**src/rtl/ps2_keyscan.sv**
```systemverilog
`timescale 1ns/1ps
// ps2_keyscan_filt: one PS/2 line conditioner.
//   clock, reset : system clock / synchronous active-high reset
//   raw          : asynchronous pad level
//   filt         : synchronised level, changes only after FILTER
//                  consecutive samples that differ from the current value
module ps2_keyscan_filt #(
  parameter int FILTER = 8
) (
  input  logic clock,
  input  logic reset,
  input  logic raw,
  output logic filt
);
  localparam int CW = $clog2(FILTER + 1);

  logic [1:0]    sync;
  logic [CW-1:0] cnt;

  always_ff @(posedge clock) begin
    if (reset) begin
      sync <= 2'b11;
      cnt  <= '0;
      filt <= 1'b1;
    end else begin
      sync <= {sync[0], raw};
      // any sample matching the current level restarts the run
      if (sync[1] == filt)               cnt <= '0;
      else if (cnt == CW'(FILTER - 1)) begin
        filt <= sync[1];
        cnt  <= '0;
      end else                           cnt <= cnt + CW'(1);
    end
  end
endmodule

// ps2_keyscan: PS/2 keyboard receiver, scan-code set 2.
//   clock, reset : 56 MHz system clock / synchronous active-high reset
//   ps2ck, ps2d  : raw PS/2 clock and data from the pads
//   kstb         : one-clock strobe, new event on make/ext/code
//   make         : 1 press, 0 release (F0 seen)
//   ext          : E0 prefix preceded this code
//   code         : scan code without prefixes
//   perr         : one-clock pulse on a rejected frame (parity / stop)
module ps2_keyscan #(
  parameter int FILTER  = 8,
  parameter int TIMEOUT = 56000
) (
  input  logic       clock,
  input  logic       reset,
  input  logic       ps2ck,
  input  logic       ps2d,
  output logic       kstb,
  output logic       make,
  output logic       ext,
  output logic [7:0] code,
  output logic       perr
);
  localparam int TW = $clog2(TIMEOUT + 1);

  // line 0 = clock, line 1 = data
  logic [1:0] raw_v, filt_v;
  assign raw_v = {ps2d, ps2ck};

  for (genvar i = 0; i < 2; i++) begin : g_line
    ps2_keyscan_filt #(.FILTER(FILTER)) u_filt (
      .clock (clock),
      .reset (reset),
      .raw   (raw_v[i]),
      .filt  (filt_v[i])
    );
  end

  logic ck_f, d_f, ck_q, fall;
  assign ck_f = filt_v[0];
  assign d_f  = filt_v[1];
  assign fall = ck_q & ~ck_f;

  always_ff @(posedge clock) begin
    if (reset) ck_q <= 1'b1;
    else       ck_q <= ck_f;
  end

  // ---------------- frame FSM ----------------
  typedef enum logic {IDLE, SHIFT} state_t;
  state_t        state, state_nx;
  logic [3:0]    bcnt, bcnt_nx;
  logic [8:0]    sh, sh_nx;      // {parity, data[7:0]} once 9 samples are in
  logic [TW-1:0] tocnt, tocnt_nx;
  logic          frm_done;

  always_ff @(posedge clock) begin
    if (reset) begin
      state <= IDLE;
      bcnt  <= '0;
      sh    <= '0;
      tocnt <= '0;
    end else begin
      state <= state_nx;
      bcnt  <= bcnt_nx;
      sh    <= sh_nx;
      tocnt <= tocnt_nx;
    end
  end

  always_comb begin
    state_nx = state;
    bcnt_nx  = bcnt;
    sh_nx    = sh;
    tocnt_nx = tocnt;
    frm_done = 1'b0;
    case (state)
      IDLE: begin
        tocnt_nx = '0;
        if (fall && !d_f) begin
          state_nx = SHIFT;
          bcnt_nx  = '0;
        end
      end
      SHIFT: begin
        if (fall) begin
          tocnt_nx = '0;
          if (bcnt == 4'd9) begin
            // stop bit: checked combinationally, not stored
            frm_done = 1'b1;
            state_nx = IDLE;
          end else begin
            sh_nx   = {d_f, sh[8:1]};
            bcnt_nx = bcnt + 4'd1;
          end
        end else if (tocnt == TW'(TIMEOUT)) begin
          state_nx = IDLE;
          tocnt_nx = '0;
        end else begin
          tocnt_nx = tocnt + TW'(1);
        end
      end
      default: state_nx = IDLE;
    endcase
  end

  logic       frm_ok, frm_bad, is_ctl;
  logic [7:0] byte_v;
  assign byte_v  = sh[7:0];
  assign frm_ok  = frm_done & (^sh) & d_f;   // odd parity and stop = 1
  assign frm_bad = frm_done & ~frm_ok;

  always_comb begin
    is_ctl = 1'b0;
    case (byte_v)
      8'h00, 8'hAA, 8'hEE, 8'hFA,
      8'hFC, 8'hFD, 8'hFE, 8'hFF: is_ctl = 1'b1;
      default:                    is_ctl = 1'b0;
    endcase
  end

  // ---------------- prefix stage ----------------
  logic       ext_f, brk_f;
  logic [2:0] skip;

  always_ff @(posedge clock) begin
    if (reset) begin
      kstb  <= 1'b0;
      perr  <= 1'b0;
      make  <= 1'b0;
      ext   <= 1'b0;
      code  <= 8'h00;
      ext_f <= 1'b0;
      brk_f <= 1'b0;
      skip  <= '0;
    end else begin
      kstb <= 1'b0;
      perr <= 1'b0;
      if (frm_bad) begin
        perr  <= 1'b1;
        ext_f <= 1'b0;
        brk_f <= 1'b0;
      end else if (frm_ok) begin
        // Pause is E1 plus 7 bytes; swallow them without touching flags
        if (skip != 3'd0)                     skip  <= skip - 3'd1;
        else if (byte_v == 8'hE1)             skip  <= 3'd7;
        else if (byte_v == 8'hE0)             ext_f <= 1'b1;
        else if (byte_v == 8'hF0)             brk_f <= 1'b1;
        else if (is_ctl && !ext_f && !brk_f) begin
          // device response byte, not a key
        end else begin
          kstb  <= 1'b1;
          code  <= byte_v;
          make  <= ~brk_f;
          ext   <= ext_f;
          ext_f <= 1'b0;
          brk_f <= 1'b0;
        end
      end
    end
  end
endmodule
```
**config.mk**
```make
export PLATFORM = sky130hd
export DESIGN_NAME = ps2_keyscan
export DESIGN_NICKNAME = d
export VERILOG_FILES = /design/src/rtl/ps2_keyscan.sv
export SDC_FILE = /design/constraint.sdc
export NUM_CORES = 1
export LEC_CHECK = 0
export BUFFER_PORTS_ARGS = -buffer_cell sky130_fd_sc_hd__clkbuf_2
export CAP_MARGIN = 20
export CORE_MARGIN = 10
export CORE_UTILIZATION = 40
export CTS_CLUSTER_SIZE = 10
export DETAILED_ROUTE_END_ITERATION = 10
export HOLD_SLACK_MARGIN = 0.1
export MAX_ROUTING_LAYER = met4
export SYNTH_ARGS = -nofsm -noshare
export SYNTH_HDL_FRONTEND = slang
export SYNTH_SLANG_ARGS = --single-unit
```
**constraint.sdc**
```tcl
create_clock -name clock -period 5.37 [get_ports clock]
set_input_delay 0.537 -clock clock [delete_from_list [all_inputs] [get_ports clock]]
set_output_delay 0.537 -clock clock [all_outputs]
set_load 0.01 [all_outputs]
```
==> impl_metrics.yaml, run 1 <==
synthesis:
  synth_cells: 318
  syn-num-nets: 343
  synth_warnings: 0
  synth_cell_types: 40
  ys_async_sr_fraction_pct: 0
  synth_flop_cell: "dfxtp_1"
  synth_edf_count: 0
  synthesis.area_um2: 2840
  avgSynthCellArea_um2: 8.94
  ys_ff_latch: 62
  ys_seq_area_share_pct: 43.7
setup_path:
  crit_path_start_kind: "flop"
  reg2reg_to: "make$_SDFFE_PP0P_"
  timing.rr.start: "sh[1]$_SDFFE_PP0P_"
  worst_ep_required_time_ps: 5630
  cp_max_fo: 13
  critPathKind: "reg -> reg"
  rr_worst_depth: 7
  rrSetupSlack_ps: 3080
  endpoint_kind: "flop"
  crit_arrival_ps: 2540
clocking:
  cts_tree: "yes"
  cts_setup_buffers: 0
  clk_pin_slew_ps: 70
  ctsResizeCount: 0
  cts_max_path_buffers: 2
  clock_latency_ps: 330
  cts_root_buf: "clkbuf_8"
  ctsHoldBuffers: 0
  cts_sinks: 62
  cts_buffers: 9
  htree_levels: 3
hold_path:
  worstHoldStart: "ps2d"
  hold_class: "in -> reg"
  min_to: "g_line[1].u_filt.sync[0]$_SDFF_PP1_"
  hold_depth: 2
power_and_ir_drop:
  peakVddDrop_mv: 0.220
  power_leakage_nw: 1.26
  power_density_nw_per_um2: 305
layout:
  area_growth_pct: 14.4
  final_cell_mix: "dfxtp_1 (62), nor2_1 (51), a21oi_1 (23)"
  stdcell_count: 434
  final_util_pct: 47.4
  nFillCells: 669
  multi_input_area_um2: 1490
  regArea_um2: 1240
  nets: 359
  drive_gt1_share_pct: 13.9
  final_common_cell: "dfxtp_1"
  antenna_cells: 0
floorplan:
  dieArea_um2: 10900
  die_h_um: 104
  core_area_um2: 6870
  initial_core_util_pct: 41.4
  row_count: 30
  die_x_um: 104
  ios: 16
place:
  hpwlAfterDp_um: 3570
  pre_cts_ws_ps: 3100
  gp_congestion: 0.849
  io_buffers: 15
  dp.cells: 419
timing:
  setup_viol: 0
  clock-skew-final_ps: 4.56
  fin_ws_ps: 3080
  setup_tns_ps: 0
  slew_headroom_pct: 48.8
  tightestPinTransition_ps: 766
  min_period_ps: 2290
  rsz0062_at_grt: "no"
  fin_crit_sh_pct: 42.6
  hold_ws_ps: 382
  finalHoldViolCount: 0
  drv_slew: 0
  fmax_ghz: 0.438
run:
  cap_violations: 0
grt:
  grt_pass1_vias: 2109
  antenna_found_initial: 0
  grtUsageTotal_pct: 10.2
  grt_pass1_wl_um: 9180
  grt_max_degree: 38
  grt-ovfl-total: 0
drt:
  wl_per_cell_um: 11.6
  drt-total-wl_um: 5020
  num_vias: 2076
  viasPerCell: 4.78
  drtIter0Drc: 46
  final_antenna_net_count: 0
  drt_pass1_iterations: 4
  post-route-drc-count: 0
run_status:
  outcome: "completed"
## synthesized netlist by cell type, types with 2 or more instances
master,instances,area [um^2]
and4_1,3,26.3
and3b_1,4,35.0
or2_2,9,56.3
or3_1,4,25.0
a21oi_1,23,115
ha_1,21,263
nand3_1,22,110
xnor2_1,7,61.3
inv_1,18,67.6
clkbuf_1,8,30.0
o21ai_0,10,50.1
and3_1,7,43.8
nor3_1,3,15.0
nor2b_1,4,25.0
a211oi_1,2,15.0
nand2_1,10,37.5
nand4b_1,2,17.5
xor2_1,18,158
a311oi_1,2,17.5
nor2_1,51,191
nor4_1,3,18.8
a211o_1,2,17.5
nand4_1,5,31.3
buf_2,2,10.0
dfxtp_1,62,1240
nand2b_1,2,12.5
## per-stage QoR
stage	area, um^2	total power (W)
2_1_floorplan	2840	0.000480
3_3_place_gp	3000	0.000482
3_5_place_dp	3000	0.000482
4_1_cts	3250	0.00101
5_1_grt	3250	0.00102
6_report	3250	0.000991
## how the worst max path moves through the flow
stage                       startpoint                 to  slack, ps  depth (start not counted)
global placement    sh[0]$_SDFFE_PP0P_  make$_SDFFE_PP0P_       3130                          7
detailed placement  sh[1]$_SDFFE_PP0P_  make$_SDFFE_PP0P_       3100                          7
floorplan           sh[0]$_SDFFE_PP0P_  make$_SDFFE_PP0P_       3400                          7
global route        sh[1]$_SDFFE_PP0P_  make$_SDFFE_PP0P_       2880                          7
finish              sh[1]$_SDFFE_PP0P_  make$_SDFFE_PP0P_       3080                          7
CTS                 sh[1]$_SDFFE_PP0P_  make$_SDFFE_PP0P_       3080                          7
## flip-flops by register name, summed over array words and instances, names as in the netlist
name / cells
make: 1
kstb: 1
brk_f: 1
sh: 9
ext_f: 1
bcnt: 4
tocnt: 16
g_line.u_filt.cnt: 8
g_line.u_filt.sync: 4
g_line.u_filt.filt: 2
code: 8
ext: 1
state: 1
skip: 3
ck_q: 1
perr: 1
## critical path: stages, from the launching register on
cell and delay (ps):
dfxtp_1 400, inv_1 100, ha_1 290, xnor3_2 410
xnor2_2 240, nand3_2 240, or3_1 400, a21oi_1 140
## routing by layer
layer	GRT usage (%)	share of wire, %	up-vias
met2	15.7	45	26
li1	-	-	1111
met1	11.2	49	928
met3	4.21	4.9	11
met4	5.07	2.0	0
met5	-	0	-
## logic make-up after synthesis
| group | Yosys count | synth area share (%) |
|---|---|---|
| AO/OA/AOI/OAI | 46 | 9.73 |
| XOR/XNOR | 27 | 9.11 |
| flip-flops | 62 | 43.7 |
| multiplexers | 1 | 0.352 |
| buffers and inverters | 29 | 4.05 |
| AND/OR/NAND/NOR | 132 | 23.9 |
| adder cells (fa/ha/maj) | 21 | 9.24 |
## report_power, final
part	internal (W)	switching [W]	leakage [nW]	total (W)
combinational	0.00000313	0.00000571	0.628	0.00000884
sequential	0.000462	0.000000832	0.500	0.000462
clock	0.000344	0.000176	0.129	0.000519
## area by class of cell
type | count | share of cell area [%]
inverters | 18 | 2.08
clock buffers | 12 | 5.08
multi-input cells | 227 | 45.7
clock inverters | 3 | 2.77
repair buffers | 16 | 2.54
flip-flops and latches | 62 | 38.2
well taps | 96 | 3.69
No activity file was read; power rests on OpenSTA's default activity.
==> run 2: changes to the inputs <==
Clock period 5.37 ns to 2.4 ns, I/O delays scaled along.
==> impl_metrics.yaml, run 2 (same netlist as run 1, synthesis figures left out) <==
run_status:
  outcome: "completed"
grt:
  grt-ovfl-total: 0
  grt_pass1_wl_um: 8930
  grtUsageTotal_pct: 9.79
  grt_pass1_vias: 2061
  antenna_found_initial: 0
  grt_max_degree: 37
timing:
  tightestPinTransition_ps: 662
  min_period_ps: 2150
  fmax_ghz: 0.465
  finalHoldViolCount: 0
  clock-skew-final_ps: 11.5
  fin_crit_sh_pct: 89.6
  setup_viol: 0
  fin_ws_ps: 249
  setup_tns_ps: 0
  rsz0062_at_grt: "no"
  drv_slew: 0
  slew_headroom_pct: 55.9
setup_path:
  crit_arrival_ps: 2410
  reg2reg_to: "make$_SDFFE_PP0P_"
  rrSetupSlack_ps: 250
  rr_worst_depth: 7
  endpoint_kind: "flop"
  crit_path_start_kind: "flop"
  timing.rr.start: "sh[1]$_SDFFE_PP0P_"
  worst_ep_required_time_ps: 2660
  cp_max_fo: 11
  critPathKind: "reg -> reg"
drt:
  drtIter0Drc: 57
  post-route-drc-count: 0
  viasPerCell: 4.87
  final_antenna_net_count: 0
  wl_per_cell_um: 11.5
  num_vias: 2144
  drt-total-wl_um: 5060
  drt_pass1_iterations: 4
clocking:
  cts_buffers: 9
  cts_root_buf: "clkbuf_8"
  cts_tree: "yes"
  cts_max_path_buffers: 2
  cts_sinks: 62
  clock_latency_ps: 340
  clk_pin_slew_ps: 70
  htree_levels: 3
  cts_setup_buffers: 0
power_and_ir_drop:
  power_leakage_nw: 1.24
  power_w: 0.00193
  power_density_nw_per_um2: 597
  peakVddDrop_mv: 0.399
floorplan:
  ios: 16
  initial_core_util_pct: 41.4
  dieArea_um2: 10900
  core_area_um2: 6870
  die_h_um: 104
  row_count: 30
  die_x_um: 104
hold_path:
  worstHoldStart: "reset"
  min_to: "sh[5]$_SDFFE_PP0P_"
  hold_depth: 3
  hold_class: "in -> reg"
place:
  hpwlAfterDp_um: 3600
  placed_area_um2: 3020
  io_buffers: 15
  gp_congestion: 0.834
  pre_cts_ws_ps: 145
layout:
  regMostFlops: "tocnt"
  area_growth_pct: 13.4
  final_cell_mix: "dfxtp_1 (62), nor2_1 (51), a21oi_1 (23)"
  nets: 364
  design_area_um2: 3220
  drive_gt1_share_pct: 14.2
  final_common_cell: "dfxtp_1"
  largest_reg_flops: 16
  antenna_cells: 0
  reg.largest.list: "tocnt (16), sh (9)"
run:
  cap_violations: 0
[run 2: cell count changes in the layout (fill, tap and decap cells not counted)]
cell	change
clkinvlp_4	+1
dlygate4sd3_1	+2
clkbuf_8	-3
buf_4	+3
clkbuf_1	+3
and3_2	+1
clkinv_2	+2
and3_1	-1
bufinv_16	-2
[run 2: through the flow]
| stage | utilization [%] | cells | hold slack, ps |
|---|---|---|---|
| after global placement | 44.0 | 422 | 394 |
| after detailed placement | 44.0 | 422 | 392 |
| final | 46.9 | 440 | 385 |
| after global routing | 46.9 | 440 | 415 |
| after CTS | 46.9 | 440 | 392 |
| after floorplan | - | 318 | 344 |
[run 2: where the power goes]
| group | total [W] | switching, W | internal, W | leakage, nW |
|---|---|---|---|---|
| Combinational | 0.0000239 | 0.0000137 | 0.0000102 | 0.649 |
| Clock | 0.000867 | 0.000390 | 0.000477 | 0.0904 |
| Sequential | 0.00103 | 0.00000185 | 0.00103 | 0.500 |
| Total | 0.00193 | 0.000405 | 0.00152 | 1.24 |
[run 2: timing repair]
action / 4_1_cts / 5_1_grt
hold endpoints to repair: 2 / 0
hold buffers: 2 / 0
endpoints found under the setup margin: 0 / 3
gates resized for setup: 0 / 1
[run 2: worst max-delay path by stage]
stage	from	end	slack, ps	cells past startpoint
global route	sh[1]$_SDFFE_PP0P_	kstb$_SDFF_PP0_	30	7
finish	sh[1]$_SDFFE_PP0P_	make$_SDFFE_PP0P_	250	7
floorplan	sh[0]$_SDFFE_PP0P_	make$_SDFFE_PP0P_	430	7
global placement	sh[0]$_SDFFE_PP0P_	kstb$_SDFF_PP0_	240	7
detailed placement	sh[1]$_SDFFE_PP0P_	kstb$_SDFF_PP0_	140	7
CTS	sh[1]$_SDFFE_PP0P_	kstb$_SDFF_PP0_	130	7
[run 2: layer usage]
| layer | vias to the layer above | GRT usage, % | wire length, um |
|---|---|---|---|
| li1 | 1126 | - | - |
| met1 | 984 | 10.9 | 2450 |
| met2 | 29 | 15.5 | 2310 |
| met3 | 5 | 3.90 | 243 |
| met4 | 0 | 3.58 | 53 |
| met5 | - | - | 0 |
[run 2: critical path: stages (launching register included)]
cell and delay [ps]:
dfxtp_1 390, inv_1 100, ha_1 220, nor4_1 290, o221ai_1 240, o2bb2ai_1 330, or3_1 380, a21oi_1 140
[run 2: final cells by class]
class                   count  area, um^2
clock buffers              12         135
clock inverters             4        47.5
fillers                   679        3640
inverters                  18        67.6
multi-input cells         227        1490
flip-flops and latches     62        1240
well taps                  96         120
repair buffers             21         125
